===== src/rtl/xs2p_pkg.sv =====
// Shared helpers for the xs2p_mc serial-to-parallel packer.
package xs2p_pkg;

    // Ceiling log2, used to size the word-count fields.
    function automatic int clog2(input int v);
        int r;
        r = 0;
        while ((1 << r) < v) begin
            r = r + 1;
        end
        return r;
    endfunction

    // Slot that word k of a group lands in, given the word-order selection.
    function automatic int slot(input int k, input bit msb_first, input int npar);
        return msb_first ? (npar - 1 - k) : k;
    endfunction

endpackage


===== src/rtl/xs2p_lane.sv =====
// One channel's group accumulator: NPAR words of BWID bits.
// grp presents the accumulator with the current word merged in, so a group
// that completes on this beat can be pushed without waiting a cycle.
module xs2p_lane #(
    parameter int BWID = 8,
    parameter int NPAR = 4,
    parameter int CW   = 3
) (
    input  logic                 clk,
    input  logic                 rst,
    input  logic                 wr_en,
    input  logic [CW-1:0]        wr_slot,
    input  logic [BWID-1:0]      wr_data,
    input  logic                 merge,
    input  logic                 clr,
    output logic [NPAR*BWID-1:0] grp
);

    logic [NPAR*BWID-1:0] acc;

    // Accumulator storage: a retained write wins over clear so a trigger word
    // survives the push of the previous partial group.
    always_ff @(posedge clk) begin
        if (rst) begin
            acc <= '0;
        end else begin
            for (int j = 0; j < NPAR; j++) begin
                if (wr_en && (wr_slot == CW'(j))) begin
                    acc[j*BWID +: BWID] <= wr_data;
                end else if (clr) begin
                    acc[j*BWID +: BWID] <= '0;
                end
            end
        end
    end

    // Group as it would be pushed this cycle, including the incoming word.
    always_comb begin
        grp = acc;
        for (int j = 0; j < NPAR; j++) begin
            if (merge && (wr_slot == CW'(j))) begin
                grp[j*BWID +: BWID] = wr_data;
            end
        end
    end

endmodule


===== src/rtl/xs2p_mc.sv =====
// Multi-channel serial-to-parallel packer. Collects NPAR words per channel
// into one group, with trigger realignment, flush and short-group counts.
//
// acc_cnt | meaning
// --------+-------------------------------------------------
// 0       | accumulator empty, next accepted word is word 0
// 1..N-1  | that many words held; acc_trig tags word 0
module xs2p_mc import xs2p_pkg::*; #(
    parameter int BWID      = 8,
    parameter int NPAR      = 4,
    parameter int NCH       = 1,
    parameter int MSB_FIRST = 0,
    parameter int CW        = clog2(NPAR + 1)
) (
    input  logic                      clk,
    input  logic                      rst,
    input  logic [NCH*BWID-1:0]       s_data,
    input  logic                      s_valid,
    output logic                      s_ready,
    input  logic                      s_trig,
    input  logic                      s_flush,
    output logic [NCH*NPAR*BWID-1:0]  m_data,
    output logic                      m_valid,
    input  logic                      m_ready,
    output logic                      m_trig,
    output logic [CW-1:0]             m_cnt
);

    logic [CW-1:0]            acc_cnt;
    logic                     acc_trig;
    logic [CW-1:0]            acc_cnt_nxt;
    logic                     acc_trig_nxt;

    logic                     accept;
    logic                     split;
    logic                     full;
    logic                     flush_ok;
    logic                     push;
    logic [CW-1:0]            push_cnt;
    logic                     push_trig;
    logic                     keep;
    logic                     merge;
    logic [CW-1:0]            wr_slot;
    logic [NCH*NPAR*BWID-1:0] grp_all;

    // The input side stalls only while a group is held and not being taken.
    assign s_ready = !m_valid || m_ready;

    // Accumulator control state.
    always_ff @(posedge clk) begin
        if (rst) begin
            acc_cnt  <= '0;
            acc_trig <= 1'b0;
        end else begin
            acc_cnt  <= acc_cnt_nxt;
            acc_trig <= acc_trig_nxt;
        end
    end

    // Next accumulator count and trigger tag.
    always_comb begin
        acc_cnt_nxt  = acc_cnt;
        acc_trig_nxt = acc_trig;
        if (split) begin
            acc_cnt_nxt  = CW'(1);
            acc_trig_nxt = 1'b1;
        end else if (push) begin
            acc_cnt_nxt  = '0;
            acc_trig_nxt = 1'b0;
        end else if (accept) begin
            acc_cnt_nxt = acc_cnt + CW'(1);
            if (acc_cnt == '0) begin
                acc_trig_nxt = s_trig;
            end
        end
    end

    // Beat decode: acceptance, split/full/flush pushes and lane controls.
    // A split pushes the old partial and keeps the trigger word as word 0,
    // so any flush on that beat is dropped.
    always_comb begin
        accept    = s_valid && s_ready;
        split     = accept && s_trig && (acc_cnt != '0);
        full      = accept && !split && (acc_cnt == CW'(NPAR - 1));
        flush_ok  = s_flush && s_ready && ((acc_cnt != '0) || accept) && !split;
        push      = split || full || flush_ok;
        push_cnt  = (accept && !split) ? (acc_cnt + CW'(1)) : acc_cnt;
        push_trig = (acc_cnt == '0) ? (accept && s_trig) : acc_trig;
        wr_slot   = CW'(slot(split ? 0 : int'(acc_cnt), MSB_FIRST != 0, NPAR));
        keep      = accept && (split || !push);
        merge     = accept && !split;
    end

    for (genvar c = 0; c < NCH; c++) begin : g_lane
        xs2p_lane #(
            .BWID (BWID),
            .NPAR (NPAR),
            .CW   (CW)
        ) u_lane (
            .clk     (clk),
            .rst     (rst),
            .wr_en   (keep),
            .wr_slot (wr_slot),
            .wr_data (s_data[c*BWID +: BWID]),
            .merge   (merge),
            .clr     (push),
            .grp     (grp_all[c*NPAR*BWID +: NPAR*BWID])
        );
    end

    // Output register: load on push, otherwise drop valid once consumed.
    always_ff @(posedge clk) begin
        if (rst) begin
            m_valid <= 1'b0;
            m_data  <= '0;
            m_trig  <= 1'b0;
            m_cnt   <= '0;
        end else if (push) begin
            m_valid <= 1'b1;
            m_data  <= grp_all;
            m_trig  <= push_trig;
            m_cnt   <= push_cnt;
        end else if (m_ready) begin
            m_valid <= 1'b0;
        end
    end

endmodule


===== config.mk =====
export PLATFORM = sky130hd
export DESIGN_NAME = xs2p_mc
export DESIGN_NICKNAME = d
export VERILOG_FILES = /design/src/rtl/xs2p_pkg.sv /design/src/rtl/xs2p_lane.sv /design/src/rtl/xs2p_mc.sv
export SDC_FILE = /design/constraint.sdc
export NUM_CORES = 1
export LEC_CHECK = 0
export CORE_MARGIN = 2
export CORE_UTILIZATION = 35
export DETAILED_ROUTE_END_ITERATION = 8
export DONT_BUFFER_PORTS = 1
export GPL_TIMING_DRIVEN = 1
export PLACE_DENSITY = 0.51
export SYNTH_ARGS = -nofsm -noshare
export SYNTH_HDL_FRONTEND = slang
export SYNTH_HIERARCHICAL = 1
export SYNTH_SLANG_ARGS = --single-unit

===== constraint.sdc =====
create_clock -name clk -period 4 [get_ports clk]
set_clock_uncertainty 0.15 [all_clocks]
set_input_delay 0.8 -clock clk [delete_from_list [all_inputs] [get_ports clk]]
set_output_delay 0.8 -clock clk [all_outputs]
set_load 0.01 [all_outputs]

==> results of run 1 <==
==> how the worst min path moves through the flow <==
stage / start / end / slack [ns] / cells past startpoint
finish: rst / m_valid / 0.37 / 1
global route: rst / acc_cnt[0] / 0.35 / 1
CTS: rst / acc_cnt[0] / 0.34 / 1
detailed placement: acc_cnt[2] / acc_cnt[2] / 0.38 / 2
global placement: acc_cnt[2] / acc_cnt[2] / 0.37 / 2
floorplan: acc_trig / acc_trig / 0.33 / 2
==> metrics by stage <==
stage	utilization [%]	hold WS, ns	power, mW	instances
floorplan	-	0.3315	0.9580	292
finish	37.82	0.3711	1.569	418
detailed placement	35.65	0.3750	0.9772	402
global route	37.82	0.3524	1.640	418
CTS	37.82	0.3440	1.598	418
global placement	35.65	0.3716	0.9775	402
==> cells by family after synthesis <==
logic type	share of synthesized area (%)
compound gates	12.74
buf+inv	5.874
xor+xnor	0.2570
flops	42.88
fa+ha+maj	1.101
simple gates	16.56
mux	20.59
==> layer usage <==
metal / routed length [um] / GRT usage (%)
met5: 0 / 0
met2: 3685 / 24.48
met4: 124 / 5.846
met3: 434 / 5.898
met1: 3877 / 20.94
==> synthesized netlist by cell type, types with 2 or more instances <==
cell,number
a21oi_1,5
a22o_1,36
and2_1,2
and4bb_2,3
buf_12,3
buf_2,7
buf_6,3
clkbuf_1,10
dfxtp_1,73
ha_1,3
inv_1,5
mux2_2,33
mux2i_1,33
nand2b_1,9
nand3_1,4
nand4b_1,2
nand4bb_1,2
nor2_1,2
o21ai_0,2
or3b_2,32
==> critical path, stage by stage (launching register included) <==
cell	delay [ns]
dfxtp_1	0.36
inv_1	0.14
ha_1	0.17
or3b_1	0.37
nand3_1	0.19
nand3_1	0.12
a21boi_0	0.53
nand4bb_1	0.59
mux2i_1	0.32
==> final cells by class <==
cell class / instances / area [sq um] / share of cell area (%)
multi-input combinational: 188 / 1755 / 48.38
sequential: 73 / 1461 / 40.28
clock buffer: 14 / 172.7 / 4.759
tap: 133 / 166.4 / 4.586
clock inverter: 2 / 35.03 / 0.9655
inverter: 6 / 22.52 / 0.6207
timing repair buffer: 2 / 15.01 / 0.4138
==> power by group through the flow <==
stage / sequential (mW) / combinational (mW) / clock [mW]
2_1_floorplan: 0.784 / 0.174 / 0
3_3_place_gp: 0.789 / 0.188 / 0
3_5_place_dp: 0.789 / 0.188 / 0
4_1_cts: 0.772 / 0.189 / 0.637
5_1_grt: 0.775 / 0.203 / 0.662
6_report: 0.772 / 0.186 / 0.611
==> sequential cells by signal, summed over array words and instances (netlist names) <==
signal	count
g_lane.u_lane/acc	32
acc_cnt	3
m_data	32
m_trig	1
m_cnt	3
m_valid	1
acc_trig	1
==> impl_metrics.env, run 1 <==
export IMPL_dp_final_hpwl_um=5342
export IMPL_syn_inst=292
export IMPL_crit_fanout=8
export IMPL_synth_top_flop_cell="dfxtp_1"
export IMPL_finalSetupViolCount=0
export IMPL_via_count=2200
export IMPL_rsz0062_at_grt="false"
export IMPL_p_seq_share_pct=49.2
export IMPL_r2r_end="g_lane[0].u_lane/acc[23]"
export IMPL_cts_resized_gates=0
export IMPL_drt_pass1_iterations=4
export IMPL_vias_per_cell=5.263
export IMPL_clock_fmax_mhz=330.7
export IMPL_min_path_type="in2reg"
export IMPL_worst_slack_ns=0.9759
export IMPL_rows=36
export IMPL_synth_area_leaders="dfxtp_1 43%, mux2_2 11%, mux2i_1 9.7%"
export IMPL_grt_max_degree=48
export IMPL_dieArea_sq_um=10540
export IMPL_synth_area_sq_um=3408
export IMPL_final_common_cell="dfxtp_1"
export IMPL_clock_sinks=73
export IMPL_async_flop_share_pct=0
export IMPL_avgSynthCellArea_sq_um=11.67
export IMPL_relSlewSlack_pct=31.99
export IMPL_finalCritPeriodShare_pct=75.60
export IMPL_max_cap_violations=0
export IMPL_timing_final_hold_violations=0
export IMPL_power_density_nw_per_um2=432.3
export IMPL_final_nets=297
export IMPL_path_class="reg2reg"
export IMPL_routed_wl_um=8121
export IMPL_final_cell_mix="73 x dfxtp_1, 36 x a22o_1, 33 x mux2i_1, 33 x mux2_2, 32 x or3b_2"
export IMPL_swShare_pct=25.48
export IMPL_antenna_cells=0
export IMPL_grt_pass1_vias=2214
export IMPL_ir_drop_mv=0.1476
export IMPL_required_ns=4.12
export IMPL_place_area_sq_um=3421
export IMPL_hold_buffers=0
export IMPL_crit_start="acc_cnt[0]"
export IMPL_internal_power_mw=1.169
export IMPL_fp_dieH_um=102.7
export IMPL_drtAntennaViolNets=0
export IMPL_synthDistinctLibCells=43
export IMPL_netSwitchingPower_mw=0.3997
export IMPL_regToRegStartpoint="acc_cnt[0]"
export IMPL_place_ws_ns=0.8414
export IMPL_r2r_cells=8
export IMPL_place_congestion=0.7031
export IMPL_postCtsSetupRepairBufs=0
export IMPL_synth_nets=309
export IMPL_post_route_min_period_ns=3.024
export IMPL_synthToLayoutAreaGrowth_pct=6.461
export IMPL_path_clk_slew_ns=0.08
export IMPL_wire_per_inst_um=19.43
export IMPL_status="completed"
export IMPL_core_sq_um=9594
export IMPL_worst_pin_slew_ns=1.020
export IMPL_drtIter0Drc=121
export IMPL_slew_violations=0
export IMPL_end_kind="flop"
export IMPL_startpoint_type="flop"
export IMPL_cts_root_buf="clkbuf_8"
export IMPL_io_pins=52
export IMPL_cts_tree="done"
export IMPL_fp_dieW_um=102.7
export IMPL_timing_setup_tns_ns=0
export IMPL_clockBufferDepth=2
export IMPL_antenna_found_initial=0
export IMPL_r2r_slack_ns=0.98
export IMPL_synth_seq_cells=73
export IMPL_p_leak_nw=1.472
export IMPL_layout_drive_gt1_share_pct=31.93
export IMPL_track_usage_pct=16.09
export IMPL_synth_warning_count=6
export IMPL_start_util_pct=35.52
export IMPL_synth_largest_area_cell="dfxtp_1"
export IMPL_clock_latency_ns=0.35
export IMPL_overflow=0
export IMPL_io_buffers=0
export IMPL_drc=0
export IMPL_synth_edf_count=0
export IMPL_layout_filler_cells=940
export IMPL_pwr_share_clk_pct=39.0
export IMPL_final_cell_area_sq_um=3628
export IMPL_critPathCapture="g_lane[0].u_lane/acc[23]"
export IMPL_htreeDepth=3
export IMPL_synth_seq_area_share_pct=42.88
export IMPL_cts_made_buffers=9
export IMPL_synth_top_area_share_pct=42.88
export IMPL_arrival_ns=3.14
export IMPL_grt_pass1_wl_um=12520
export IMPL_combPwrFrac_pct=11.8
Power figures use the tool's default switching activity.
==> run 2, diff against run 1 <==
Clock period 4 ns to 3.1 ns, I/O delays scaled along.
==> impl_metrics.env, run 2 (synthesis gave the netlist of run 1 again) <==
export IMPL_max_cap_violations=0
export IMPL_grt_max_degree=48
export IMPL_final_common_cell="dfxtp_1"
export IMPL_top_regs="g_lane.u_lane/acc: 32 flops, m_data: 32 flops"
export IMPL_path_class="reg2reg"
export IMPL_dieArea_sq_um=10540
export IMPL_rows=36
export IMPL_io_pins=52
export IMPL_post_route_min_period_ns=2.790
export IMPL_vias_per_cell=5.258
export IMPL_finalCritPeriodShare_pct=89.99
export IMPL_met1_length_um=4093
export IMPL_r2r_cells=8
export IMPL_io_buffers=0
export IMPL_dp_final_hpwl_um=5425
export IMPL_internal_power_mw=1.477
export IMPL_clock_latency_ns=0.35
export IMPL_via_count=2240
export IMPL_combPwrFrac_pct=12.7
export IMPL_final_cells=426
export IMPL_clock_fmax_mhz=358.5
export IMPL_worst_path_buf_inv=1
export IMPL_max_stage_delay_ns=0.51
export IMPL_power_density_nw_per_um2=549.7
export IMPL_core_sq_um=9594
export IMPL_end_kind="flop"
export IMPL_synthToLayoutAreaGrowth_pct=7.930
export IMPL_rsz0062_at_grt="false"
export IMPL_ir_drop_mv=0.2192
export IMPL_fp_dieH_um=102.7
export IMPL_routed_wl_um=8347
export IMPL_hold_buffers=0
export IMPL_min_path_type="in2reg"
export IMPL_clockBufferDepth=2
export IMPL_postCtsSetupRepairBufs=0
export IMPL_layout_drive_gt1_share_pct=33.79
export IMPL_cts_made_buffers=9
export IMPL_timing_setup_tns_ns=0
export IMPL_r2r_end="m_data[20]"
export IMPL_drtAntennaViolNets=0
export IMPL_regToRegStartpoint="acc_cnt[0]"
export IMPL_antenna_cells=0
export IMPL_drt_pass1_iterations=4
export IMPL_worst_slack_ns=0.3104
export IMPL_slowest_stage="and4bb_2"
export IMPL_cts_root_buf="clkbuf_8"
export IMPL_crit_chain="inv_1 > ha_1 > nand2b_1 > nand4_4 > and2_1 > and4bb_2 > mux2_2 > a22o_1"
export IMPL_drc=0
export IMPL_start_util_pct=35.52
export IMPL_timing_hold_ws_ns=0.1859
export IMPL_wl_met2_um=3801
export IMPL_timing_final_hold_violations=0
export IMPL_critPathTopFamily="simple AND/OR/NAND/NOR gates"
export IMPL_finalSetupViolCount=0
export IMPL_worst_pin_slew_ns=0.6693
export IMPL_final_util_pct=38.34
export IMPL_antenna_found_initial=0
export IMPL_track_usage_pct=16.58
export IMPL_p_leak_nw=1.504
export IMPL_grt_pass1_wl_um=12920
export IMPL_cts_tree="done"
export IMPL_fp_dieW_um=102.7
export IMPL_hp_start="rst"
export IMPL_swShare_pct=26.96
export IMPL_path_clk_slew_ns=0.09
export IMPL_clock_sinks=73
export IMPL_wire_per_inst_um=19.59
export IMPL_netSwitchingPower_mw=0.5452
export IMPL_highest_layer="met4"
export IMPL_place_ws_ns=0.1993
export IMPL_final_cell_area_sq_um=3679
export IMPL_cts_resized_gates=0
export IMPL_pwr_share_clk_pct=38.0
export IMPL_place_congestion=0.7376
export IMPL_overflow=0
export IMPL_worstHoldPathCells=1
export IMPL_relSlewSlack_pct=55.38
export IMPL_power_mw=2.022
export IMPL_slew_violations=0
export IMPL_wl_met3_um=353
export IMPL_drtIter0Drc=89
export IMPL_p_seq_share_pct=49.3
export IMPL_htreeDepth=3
export IMPL_arrival_ns=2.87
export IMPL_startpoint_type="flop"
export IMPL_crit_fanout=10
export IMPL_r2r_slack_ns=0.31
export IMPL_grt_pass1_vias=2236
export IMPL_place_area_sq_um=3481
export IMPL_final_nets=305
export IMPL_status="completed"
export IMPL_required_ns=3.18
export IMPL_worst_hold_path_endpoint="acc_cnt[0]"
export IMPL_final_cell_mix="73 x dfxtp_1, 36 x a22o_1, 33 x mux2i_1, 33 x mux2_2, 32 x or3b_2"
export IMPL_dp_cells=410
==> run 2: cell types whose count changed in the layout (fill, tap and decap cells not counted) <==
cell	previous run	this run
clkbuf_8	12	10
clkinv_4	0	2
buf_4	2	10
==> run 2: metal layers <==
| layer | vias to the layer above | GRT usage [%] |
|---|---|---|
| li1 | 1087 | - |
| met1 | 1101 | 22.69 |
| met2 | 44 | 25.04 |
| met3 | 8 | 5.085 |
| met4 | 0 | 5.231 |
| met5 | - | 0 |
==> run 2: worst max-delay path by stage <==
| stage | start | end | cells past startpoint |
|---|---|---|---|
| 5_1_grt | acc_cnt[0] | m_data[8] | 8 |
| 3_5_place_dp | m_ready | m_data[8] | 7 |
| 3_3_place_gp | m_ready | m_data[22] | 7 |
| 2_1_floorplan | s_valid | g_lane[0].u_lane/acc[0] | 7 |
| 6_report | acc_cnt[0] | m_data[20] | 8 |
| 4_1_cts | acc_cnt[0] | m_data[9] | 8 |
==> run 2: power groups by stage <==
| stage | registers [mW] | clock network [mW] | logic [mW] |
|---|---|---|---|
| after floorplan | 1.01 | 0 | 0.224 |
| after global placement | 1.02 | 0 | 0.258 |
| after detailed placement | 1.02 | 0 | 0.258 |
| after CTS | 0.997 | 0.792 | 0.258 |
| after global routing | 1.00 | 0.842 | 0.280 |
| final | 0.996 | 0.769 | 0.257 |
==> run 2: layout make-up <==
type / instances / area [sq um]
fillers: 941 / 5916
multi-input cells: 188 / 1755
flip-flops and latches: 73 / 1461
well taps: 133 / 166.4
clock buffers: 12 / 145.1
repair buffers: 10 / 75.07
clock inverters: 4 / 52.55
inverters: 6 / 22.52
==> run 3, diff against run 2 <==
Settings changed: CORE_UTILIZATION 35 to 45, PLACE_DENSITY 0.51 to 0.62.
==> impl_metrics.env, run 3 (synthesis gave the netlist of run 1 again) <==
export IMPL_via_count=2254
export IMPL_timing_final_hold_violations=0
export IMPL_drc=0
export IMPL_postCtsSetupRepairBufs=0
export IMPL_vias_per_cell=5.779
export IMPL_start_util_pct=46.74
export IMPL_grt_pass1_vias=2209
export IMPL_layout_drive_gt1_share_pct=32.99
export IMPL_ir_drop_mv=0.1853
export IMPL_rows=31
export IMPL_drt_pass1_iterations=4
export IMPL_slew_violations=0
export IMPL_fp_dieH_um=91.03
export IMPL_grt_pass1_wl_um=12180
export IMPL_cts_made_buffers=9
export IMPL_power_mw=1.971
export IMPL_post_route_min_period_ns=2.872
export IMPL_clockBufferDepth=2
export IMPL_r2r_slack_ns=0.23
export IMPL_startpoint_type="flop"
export IMPL_r2r_cells=9
export IMPL_cts_root_buf="clkbuf_8"
export IMPL_place_area_sq_um=3431
export IMPL_dieArea_sq_um=8286
export IMPL_place_congestion=0.8349
export IMPL_crit_fanout=10
export IMPL_hp_start="rst"
export IMPL_worst_hold_path_endpoint="acc_cnt[2]"
export IMPL_wire_per_inst_um=20.09
export IMPL_p_leak_nw=1.485
export IMPL_crit_start="acc_cnt[0]"
export IMPL_final_common_cell="dfxtp_1"
export IMPL_final_nets=304
export IMPL_relSlewSlack_pct=49.31
export IMPL_worstHoldPathCells=1
export IMPL_required_ns=3.20
export IMPL_clock_sinks=73
export IMPL_hold_buffers=0
export IMPL_drtIter0Drc=106
export IMPL_drtAntennaViolNets=0
export IMPL_r2r_end="m_data[0]"
export IMPL_worst_pin_slew_ns=0.7604
export IMPL_io_pins=52
export IMPL_io_buffers=0
export IMPL_dp_final_hpwl_um=5097
export IMPL_max_cap_violations=0
export IMPL_finalCritPeriodShare_pct=92.65
export IMPL_htreeDepth=3
export IMPL_end_kind="flop"
export IMPL_grt_max_degree=48
export IMPL_antenna_found_initial=0
export IMPL_rsz0062_at_grt="false"
export IMPL_status="completed"
export IMPL_synthToLayoutAreaGrowth_pct=5.874
export IMPL_path_clk_slew_ns=0.08
export IMPL_core_sq_um=7292
export IMPL_antenna_cells=0
export IMPL_power_density_nw_per_um2=546.3
export IMPL_routed_wl_um=7835
export IMPL_cts_resized_gates=0
export IMPL_top_regs="g_lane.u_lane/acc: 32 flops, m_data: 32 flops"
export IMPL_final_cell_area_sq_um=3608
export IMPL_final_cell_mix="73 x dfxtp_1, 36 x a22o_1, 33 x mux2i_1, 33 x mux2_2, 32 x or3b_2"
export IMPL_fp_dieW_um=91.03
export IMPL_arrival_ns=2.97
export IMPL_timing_hold_ws_ns=0.1846
export IMPL_overflow=0
export IMPL_finalSetupViolCount=0
export IMPL_track_usage_pct=19.11
export IMPL_min_path_type="in2reg"
export IMPL_clock_fmax_mhz=348.2
export IMPL_clock_latency_ns=0.35
export IMPL_path_class="reg2reg"
export IMPL_cts_tree="done"
export IMPL_regToRegStartpoint="acc_cnt[0]"
export IMPL_timing_setup_tns_ns=0
export IMPL_final_util_pct=49.49
-- run 3: area by class of cell --
| class | count | area (sq um) |
|---|---|---|
| well taps | 99 | 123.9 |
| multi-input cells | 188 | 1755 |
| clock inverters | 3 | 42.54 |
| clock buffers | 12 | 135.1 |
| repair buffers | 9 | 67.56 |
| fillers | 709 | 3684 |
| flip-flops and latches | 73 | 1461 |
| inverters | 6 | 22.52 |
-- run 3: per-layer routing --
layer	vias to the layer above	part of all wire, %	GRT usage (%)
met2	51	46	29.14
li1	1079	-	-
met5	-	0	0
met4	0	1.1	6.061
met1	1117	48	25.58
met3	7	4.8	6.307
-- run 3: worst max-delay path by stage --
stage	endpoint	cells after the start
after floorplan	g_lane[0].u_lane/acc[0]	7
after global placement	m_data[10]	8
after detailed placement	m_data[15]	7
after CTS	g_lane[0].u_lane/acc[17]	9
after global routing	g_lane[0].u_lane/acc[19]	9
final	m_data[0]	9
-- run 3: critical path, stage by stage, from the launching register on --
cell      delay (ns)
dfxtp_1         0.40
inv_1           0.12
ha_1            0.22
nand2b_1        0.23
nand4_4         0.21
and2_1          0.33
nor4b_4         0.28
buf_4           0.22
mux2_2          0.39
a22o_1          0.21
-- run 3: where the power goes --
group          internal, mW  total [mW]  leakage (nW)  switching [mW]
Clock                 0.367       0.721        0.0864           0.354
Combinational         0.111       0.254         0.808           0.143
Sequential            0.970       0.996         0.591          0.0262
Total                  1.45        1.97          1.49           0.524
-- run 3: through the flow --
step / setup WS, ns / std cells
floorplan: 0.3575 / 292
global placement: 0.3035 / 375
detailed placement: 0.2602 / 375
CTS: 0.2477 / 390
global route: 0.05416 / 390
finish: 0.2279 / 390
